**src/rtl/mem_access_unit_pkg.sv**
```systemverilog
// Shared processor-wide definitions for the memory stage: opcodes, FSM
// state encoding and the byte-enable helper.
package mem_access_unit_pkg;

    localparam logic [5:0] OP_LW  = 6'b100011;
    localparam logic [5:0] OP_SW  = 6'b101011;
    localparam logic [5:0] OP_LBU = 6'b100100;
    localparam logic [5:0] OP_SB  = 6'b101000;

    typedef enum logic [1:0] {
        ST_IDLE   = 2'd0,
        ST_ACCESS = 2'd1,
        ST_DONE   = 2'd2
    } state_e;

    function automatic logic is_mem_op(input logic [5:0] op);
        return op inside {OP_LW, OP_SW, OP_LBU, OP_SB};
    endfunction

    function automatic logic is_store_op(input logic [5:0] op);
        return (op == OP_SW) || (op == OP_SB);
    endfunction

    // Word accesses are the only ones with an alignment requirement.
    function automatic logic is_word_op(input logic [5:0] op);
        return (op == OP_LW) || (op == OP_SW);
    endfunction

    // Byte stores touch one lane; every other access moves the full word.
    function automatic logic [3:0] be_for(input logic [5:0] opcode, input logic [1:0] addr_lo);
        if (opcode == OP_SB) begin
            return 4'b0001 << addr_lo;
        end
        return 4'b1111;
    endfunction

endpackage

```
**src/rtl/mem_access_unit_load_align.sv**
```systemverilog
// Load data alignment: LBU selects the addressed byte lane of the read word
// and zero-extends it; LW passes the word through unchanged.
module mem_access_unit_load_align
    import mem_access_unit_pkg::*;
(
    input  logic [31:0] rdata,
    input  logic [5:0]  opcode,
    input  logic [1:0]  addr_lo,
    output logic [31:0] data
);

    // Lane select and zero-extension for byte loads.
    always_comb begin
        // NOTE: default assignment first so no path leaves data unassigned, which would infer a latch.
        data = rdata;
        if (opcode == OP_LBU) begin
            data = {24'b0, rdata[{addr_lo, 3'b000} +: 8]};
        end
    end

endmodule

```
**src/rtl/mem_access_unit.sv**
```systemverilog
// Memory-stage load/store unit: issues one LW/SW/LBU/SB access at a time on
// a req/ready port, stalls upstream while it is in flight, and produces a
// registered write-back slot with misalignment and timeout error pulses.
module mem_access_unit
    import mem_access_unit_pkg::*;
#(
    parameter int MAX_WAIT = 16,
    parameter int WAIT_W   = $clog2(MAX_WAIT + 1)
) (
    input  logic        clk,
    input  logic        reset_n,
    input  logic        in_valid,
    input  logic [5:0]  in_opcode,
    input  logic [31:0] in_alu_result,
    input  logic [31:0] in_store_data,
    input  logic [4:0]  in_rd,
    output logic        stall,
    output logic        mem_req,
    output logic        mem_we,
    output logic [31:0] mem_addr,
    output logic [3:0]  mem_be,
    output logic [31:0] mem_wdata,
    input  logic        mem_ready,
    input  logic [31:0] mem_rdata,
    output logic        wb_valid,
    output logic        wb_we,
    output logic [4:0]  wb_rd,
    output logic [31:0] wb_data,
    output logic        err_misalign,
    output logic        err_timeout
);

    state_e              state_q;
    logic [5:0]          op_q;
    logic [1:0]          addr_lo_q;
    logic [WAIT_W-1:0]   wait_cnt_q;
    logic [WAIT_W-1:0]   wait_cnt_d;
    logic                timeout_hit;
    logic                in_misaligned;
    logic [31:0]         load_data;

    logic                mem_req_q;
    logic                mem_we_q;
    logic [31:0]         mem_addr_q;
    logic [3:0]          mem_be_q;
    logic [31:0]         mem_wdata_q;
    logic                wb_valid_q;
    logic                wb_we_q;
    logic [4:0]          wb_rd_q;
    logic [31:0]         wb_data_q;
    logic                err_misalign_q;
    logic                err_timeout_q;

    assign wait_cnt_d    = wait_cnt_q + WAIT_W'(1);
    assign timeout_hit   = (wait_cnt_d == WAIT_W'(MAX_WAIT));
    assign in_misaligned = is_word_op(in_opcode) && (in_alu_result[1:0] != 2'b00);

    mem_access_unit_load_align u_load_align (
        .rdata   (mem_rdata),
        .opcode  (op_q),
        .addr_lo (addr_lo_q),
        .data    (load_data)
    );

    // Access FSM with registered memory-port and write-back outputs.
    always_ff @(posedge clk or negedge reset_n) begin
        if (!reset_n) begin
            // NOTE: datapath registers are reset as well so every output reads 0 while in reset.
            state_q        <= ST_IDLE;
            op_q           <= '0;
            addr_lo_q      <= '0;
            wait_cnt_q     <= '0;
            mem_req_q      <= 1'b0;
            mem_we_q       <= 1'b0;
            mem_addr_q     <= '0;
            mem_be_q       <= '0;
            mem_wdata_q    <= '0;
            wb_valid_q     <= 1'b0;
            wb_we_q        <= 1'b0;
            wb_rd_q        <= '0;
            wb_data_q      <= '0;
            err_misalign_q <= 1'b0;
            err_timeout_q  <= 1'b0;
        end else begin
            // NOTE: non-blocking assignments so every register updates from pre-edge values.
            wb_valid_q     <= 1'b0;
            err_misalign_q <= 1'b0;
            err_timeout_q  <= 1'b0;
            case (state_q)
                ST_IDLE: begin
                    wb_we_q <= 1'b0;
                    if (in_valid) begin
                        wb_rd_q <= in_rd;
                        if (!is_mem_op(in_opcode)) begin
                            wb_valid_q <= 1'b1;
                            wb_we_q    <= 1'b1;
                            wb_data_q  <= in_alu_result;
                        end else if (in_misaligned) begin
                            wb_valid_q     <= 1'b1;
                            wb_data_q      <= '0;
                            err_misalign_q <= 1'b1;
                        end else begin
                            op_q        <= in_opcode;
                            addr_lo_q   <= in_alu_result[1:0];
                            wait_cnt_q  <= '0;
                            mem_req_q   <= 1'b1;
                            mem_we_q    <= is_store_op(in_opcode);
                            mem_addr_q  <= {in_alu_result[31:2], 2'b00};
                            mem_be_q    <= be_for(in_opcode, in_alu_result[1:0]);
                            mem_wdata_q <= (in_opcode == OP_SB) ? {4{in_store_data[7:0]}}
                                                                : in_store_data;
                            state_q     <= ST_ACCESS;
                        end
                    end
                end
                ST_ACCESS: begin
                    // A response in the final allowed cycle still counts as success.
                    if (mem_ready) begin
                        mem_req_q  <= 1'b0;
                        wb_valid_q <= 1'b1;
                        wb_we_q    <= !mem_we_q;
                        wb_data_q  <= mem_we_q ? 32'd0 : load_data;
                        state_q    <= ST_DONE;
                    end else if (timeout_hit) begin
                        mem_req_q     <= 1'b0;
                        wb_valid_q    <= 1'b1;
                        wb_we_q       <= 1'b0;
                        wb_data_q     <= '0;
                        err_timeout_q <= 1'b1;
                        state_q       <= ST_DONE;
                    end else begin
                        wait_cnt_q <= wait_cnt_d;
                    end
                end
                ST_DONE: begin
                    wb_we_q <= 1'b0;
                    state_q <= ST_IDLE;
                end
                default: begin
                    state_q <= ST_IDLE;
                end
            endcase
        end
    end

    assign stall        = (state_q != ST_IDLE);
    assign mem_req      = mem_req_q;
    assign mem_we       = mem_we_q;
    assign mem_addr     = mem_addr_q;
    assign mem_be       = mem_be_q;
    assign mem_wdata    = mem_wdata_q;
    assign wb_valid     = wb_valid_q;
    assign wb_we        = wb_we_q;
    assign wb_rd        = wb_rd_q;
    assign wb_data      = wb_data_q;
    assign err_misalign = err_misalign_q;
    assign err_timeout  = err_timeout_q;

endmodule

```
**config.mk**
```make
export PLATFORM = sky130hd
export DESIGN_NAME = mem_access_unit
export DESIGN_NICKNAME = d
export VERILOG_FILES = /design/src/rtl/mem_access_unit_pkg.sv /design/src/rtl/mem_access_unit_load_align.sv /design/src/rtl/mem_access_unit.sv
export SDC_FILE = /design/constraint.sdc
export NUM_CORES = 1
export LEC_CHECK = 0
export ABC_AREA = 0
export CAP_MARGIN = 10
export CORE_MARGIN = 2
export CORE_UTILIZATION = 40
export CTS_BUF_LIST = sky130_fd_sc_hd__clkbuf_4 sky130_fd_sc_hd__clkbuf_8
export DETAILED_ROUTE_END_ITERATION = 12
export PLACE_DENSITY = 0.82
export SYNTH_ARGS = -nofsm -noshare
export SYNTH_HDL_FRONTEND = slang
export SYNTH_HIERARCHICAL = 1
export SYNTH_SLANG_ARGS = --single-unit
```
**constraint.sdc**
```tcl
create_clock -name clk -period 2.1 [get_ports clk]
set_input_delay 0.315 -clock clk [delete_from_list [all_inputs] [get_ports clk]]
set_output_delay 0.315 -clock clk [all_outputs]
set_load 0.03 [all_outputs]
```
[Word level (Yosys, flattened, before mapping)]
Cells that the tools add are included.
Word-level totals
  register bits after elaboration: 124
  input port bits: 111
  output and inout port bits: 112
  word-level logic and storage cells: 100
Cells by class
  bitwise gates (word level): 1
  multiplexer cells: 49
  add/sub/neg operators: 1
  equal/unequal tests: 15
  shift operators: 2
  reduce and logical (&&, ||, !) cells: 17
Operators with widths (count)
  two-way mux 32 bit: 8
  one-hot mux 32 bit (2 select lines): 1
  variable part select 32 x 6 -> 8 bit: 1
  == test 6 bit (second input constant): 5
  two-way mux 5 bit: 5
  two-way mux 1 bit: 23
  AND reduction 4 bit: 3
  two-way mux 2 bit: 5
  != test 2 bit (second input constant): 5
  one-hot mux 5 bit (2 select lines): 1
  two-way mux 4 bit: 2
  != test 3 bit (second input constant): 2
  AND reduction 6 bit: 1
  nonzero test 2 bit: 3
  adder 5 x 1 -> 5 bit (second input constant): 1
  == test 5 bit (second input constant): 1
  AND reduction 5 bit: 1
  one-hot mux 1 bit (2 select lines): 2
  one-hot mux 2 bit (2 select lines): 1
  AND reduction 2 bit: 2
  nonzero test 4 bit: 1
  << shifter 1 x 2 -> 4 bit (first input constant): 1
  one-hot mux 1 bit (3 select lines): 1
  nonzero test 3 bit: 1
  other kinds (7): 8

[Depth between registers and ports, before layout]
  depth after elaboration: 8
  mapped depth: 10
  depth with buffers taken out: 7

[By module]
Netlist, hierarchy kept.
By module, submodules not included
  mem_access_unit: cells each 573, area each 5366.4 µm², seq. area each 3103.0 µm², instances 1
  mem_access_unit_load_align: cells each 82, area each 579.3 µm², seq. area each 0.0 µm², instances 1

[Worst setup path after synthesis]
Ideal clock, no wire load.
  path type: flip-flop to flip-flop
  from: register state_q[1]
  to: register wb_data_q[0], in the netlist wb_data[0]
  setup time: 0.137 ns
  buffers on the path: 3
  slack: 0.026 ns
  data arrival time: 1.937 ns
  stages on the path, launching flop included: 10
  period minus slack after synthesis: 2.074 ns
  required time: 1.963 ns
  cell sequence: dfrtp_1 -> inv_1 -> ha_1 -> buf_2 -> nand2b_1 -> clkbuf_1 -> a22o_1 -> a221oi_2 -> clkbuf_1 -> a21oi_1
Between the ends
  cells in the longest elaborated chain, start to end: 3
  elaborated cells on any way between the ends: 8
  classes of those cells: 4 x eq/ne; 1 x mux; 3 x reduce/logical
RTL lines
  from (decl): RTL line mem_access_unit.sv:33  | state_e state_q;
  from (signal assigned): RTL line mem_access_unit.sv:69  | state_q <= ST_IDLE;
  from (signal assigned): RTL line mem_access_unit.sv:112  | state_q <= ST_ACCESS;
  from (signal assigned): RTL line mem_access_unit.sv:123  | state_q <= ST_DONE;
  == test 2 x 1 -> 1 bit / logical NOT 2 bit (equally long branches): RTL line mem_access_unit.sv:89  | case (state_q)
  != test 3 bit (no source line), or another cell as far along
  AND reduction 4 bit (no source line)
  to (signal assigned): RTL line mem_access_unit.sv:97  | wb_data_q <= in_alu_result;
  to (signal assigned): RTL line mem_access_unit.sv:122  | wb_data_q <= mem_we_q ? 32'd0 : load_data;
  to (decl): RTL line mem_access_unit.sv:50  | logic [31:0] wb_data_q;
Several ways; a longest one is shown, not always the timed one.
A chain may end at the register's enable or synchronous reset.

[Final worst setup path]
  from: register state_q[0]
  to: register wb_data_q[7], in the netlist wb_data[7]
The elaborated chain is that of the path after synthesis.

==> flow_summary.toml <==
[grt]
grt_pass1_wl_mm = 29.6
grt_start_max_net_pins = 65
grt_overflow = 0
grt_pass1_vias = 5590
globalRouteTotalUtil_pct = 23.6
antenna_found_initial = 0

[setup_path]
worstSetupPathType = "reg2reg"
critPathMaxFanout = 32
critPathSlowestCell = "dfrtp_1"
cp-end-kind = "flop"
required_ps = 2470
start_kind = "flop"
crit_arrival_ps = 2380
crit_family = "compound AO/OA/AOI/OAI gates"
r2r_cells = 8
r2r_slack_ps = 90
rr_startpoint = "state_q[0]"
r2r_end = "wb_data[7]"
cp_num_buf_inv = 2
crit_chain = "ha_1, nor2b_4, a22o_1, a221oi_4, buf_4, buf_8, nor2_1, a21oi_1"
crit_cells = 8
cpPeakStageDelay_ps = 400

[clock_network]
cts-root-buf = "clkbuf_8"
tritoncts = "built"
htreeDepth = 4
clk_path_buf_depth = 2
cts_buffers = 17
insertion_delay_ps = 440
clkSinkCount = 124
clkTransAtPathRegs_ps = 80

[logic_synthesis]
synth_cell_types = 56
yosys-top-cells-area = "dfrtp_1, nand2_1, a21oi_1, a22oi_1, and2_1"
seq_area_frac_synth_pct = 52.2
synth_most_common_cell = "nand2_1"
synth_warnings = 6
async_flop_share_pct = 100
synth_edf_count = 0
synth_seq_cells = 124
synth_ff_type = "dfrtp_1"
syn_area_um2 = 5950
synth_common_cells = "nand2_1, dfrtp_1, a21oi_1"
synth_top_area_share_pct = 52.2
yosysTopAreaCell = "dfrtp_1"
avgSynthCellArea_um2 = 9.08
syn_inst = 655

[routing]
vias = 5782
drc = 0
first_pass_iters = 6
via_per_inst = 5.32
ant_nets = 0
routedWlPerCell_um = 17.5
drt_iter0_drc = 431
drt-total-wl_mm = 19.0

[power_and_ir_drop]
total_power_w = 0.0116
irDropWorstVdd_mv = 0.643
p_leak_nw = 3.94
power_density_nw_per_um2 = 1290

[die]
die-area_um2 = 15900
io_pins = 223
fp.dieW_um = 126
die_y_um = 126
rows = 44
start_util_pct = 40.9
coreArea_um2 = 14500

[finish]
diodes = 0
syn2layout_area_growth_pct = 51.9
nNetsFinal = 1005
post-route-util_pct = 62.1
drive_gt1_share_pct = 11.2

[run_status]
outcome = "completed"

[sta]
post-route-period-util_pct = 95.7
setup_ws_ps = 90.0
worst_pin_slew_ps = 689
max_freq_mhz = 498
min_period_ps = 2010
slew_violations = 0
rsz0062_at_grt = "no"
hold_viol = 0
maxSlewHeadroom_pct = 54.1
skew_ps = 14.4
setup_viol = 0

[placement]
gp_congestion = 0.877
dp_slack_ps = -261
dp_hpwl_mm = 13.5
port_buffers = 220

[job]
drv_cap = 0

[min_path]
hold_class = "in2async"
-- sequential cells by signal (all words and copies together), names as in the netlist --
| signal | count |
|---|---|
| mem_wdata | 32 |
| wb_data | 32 |
| mem_addr | 30 |
| op_q | 6 |
| wait_cnt_q | 5 |
| wb_rd | 5 |
| mem_be | 4 |
| addr_lo_q | 2 |
| state_q | 2 |
| err_misalign | 1 |
| err_timeout | 1 |
| mem_req | 1 |
| mem_we | 1 |
| wb_valid | 1 |
| wb_we | 1 |
-- layout by cell type (no fill, tap or decap), types with 7 or more instances in the layout --
master and instances:
clkdlybuf4s50_1 218, nand2_1 170, dfrtp_1 124, a21oi_1 61, nor2_1 46, and2_1 34
a22oi_1 32, buf_4 30, o21ai_0 21, clkbuf_8 18, a31oi_1 16, mux2_2 13
o21ai_1 10, nor3_1 9, buf_12 8, inv_1 7, o221a_1 7
-- area by class of cell --
cell class,instances,area (um^2)
Fill cell,1233,5510
Clock buffer,18,248
Multi-Input combinational cell,478,2660
Inverter,8,32.5
Clock inverter,14,123
Tap cell,184,230
Timing Repair Buffer,261,2630
Sequential cell,124,3100
-- stage by stage --
step	hold WS [ps]	instances	instance area, um^2	TNS, ps
after floorplan	19.4	656	5950	0
after CTS	374	1084	8980	0
after global routing	397	1087	9030	0
final	385	1087	9030	0
after detailed placement	326	1051	8600	-20750
after global placement	325	1051	8600	-16550
-- layer usage --
metal / wire length (um) / global-route usage [%] / vias up
met1: 7830 / 31.0 / 2750
met2: 9020 / 37.6 / 287
li1: - / - / 2713
met5: 0 / 0 / -
met4: 416 / 8.08 / 0
met3: 1710 / 6.67 / 32
-- timing repair --
item	in CTS	in global routing
setup endpoints to repair	1	33
gates resized for setup	1	8
hold buffers	1	0
endpoints found under the hold margin	37	0
gates cloned	0	2
buffers inserted	0	1
-- cells by family after synthesis --
logic type | Yosys count | share of synthesized area, %
DFF | 124 | 52.2
muxes | 14 | 2.63
xor gates and xnor gates | 1 | 0.147
AOI/OAI and AO/OA | 166 | 17.8
adders and majority gates | 4 | 0.842
other | 1 | 0.0631
and+or+nand+nor | 291 | 22.2
buffers and inverters | 54 | 4.19
-- how the worst max path moves through the flow --
stage	from	to	slack (ps)
2_1_floorplan	state_q[1]	wb_data[0]	30
4_1_cts	state_q[0]	stall	10
3_5_place_dp	in_opcode[1]	wb_data[21]	-260
5_1_grt	state_q[1]	wb_data[7]	8
3_3_place_gp	in_opcode[1]	wb_data[21]	-230
6_report	state_q[0]	wb_data[7]	90
-- report_power, final --
part,total (W),switching [W],internal (W),leakage (nW)
Combinational,0.00578,0.00332,0.00246,2.21
Sequential,0.00387,0.000557,0.00331,1.55
Clock,0.00197,0.00101,0.000965,0.189
Note: power is estimated with default switching activity, not from simulation.
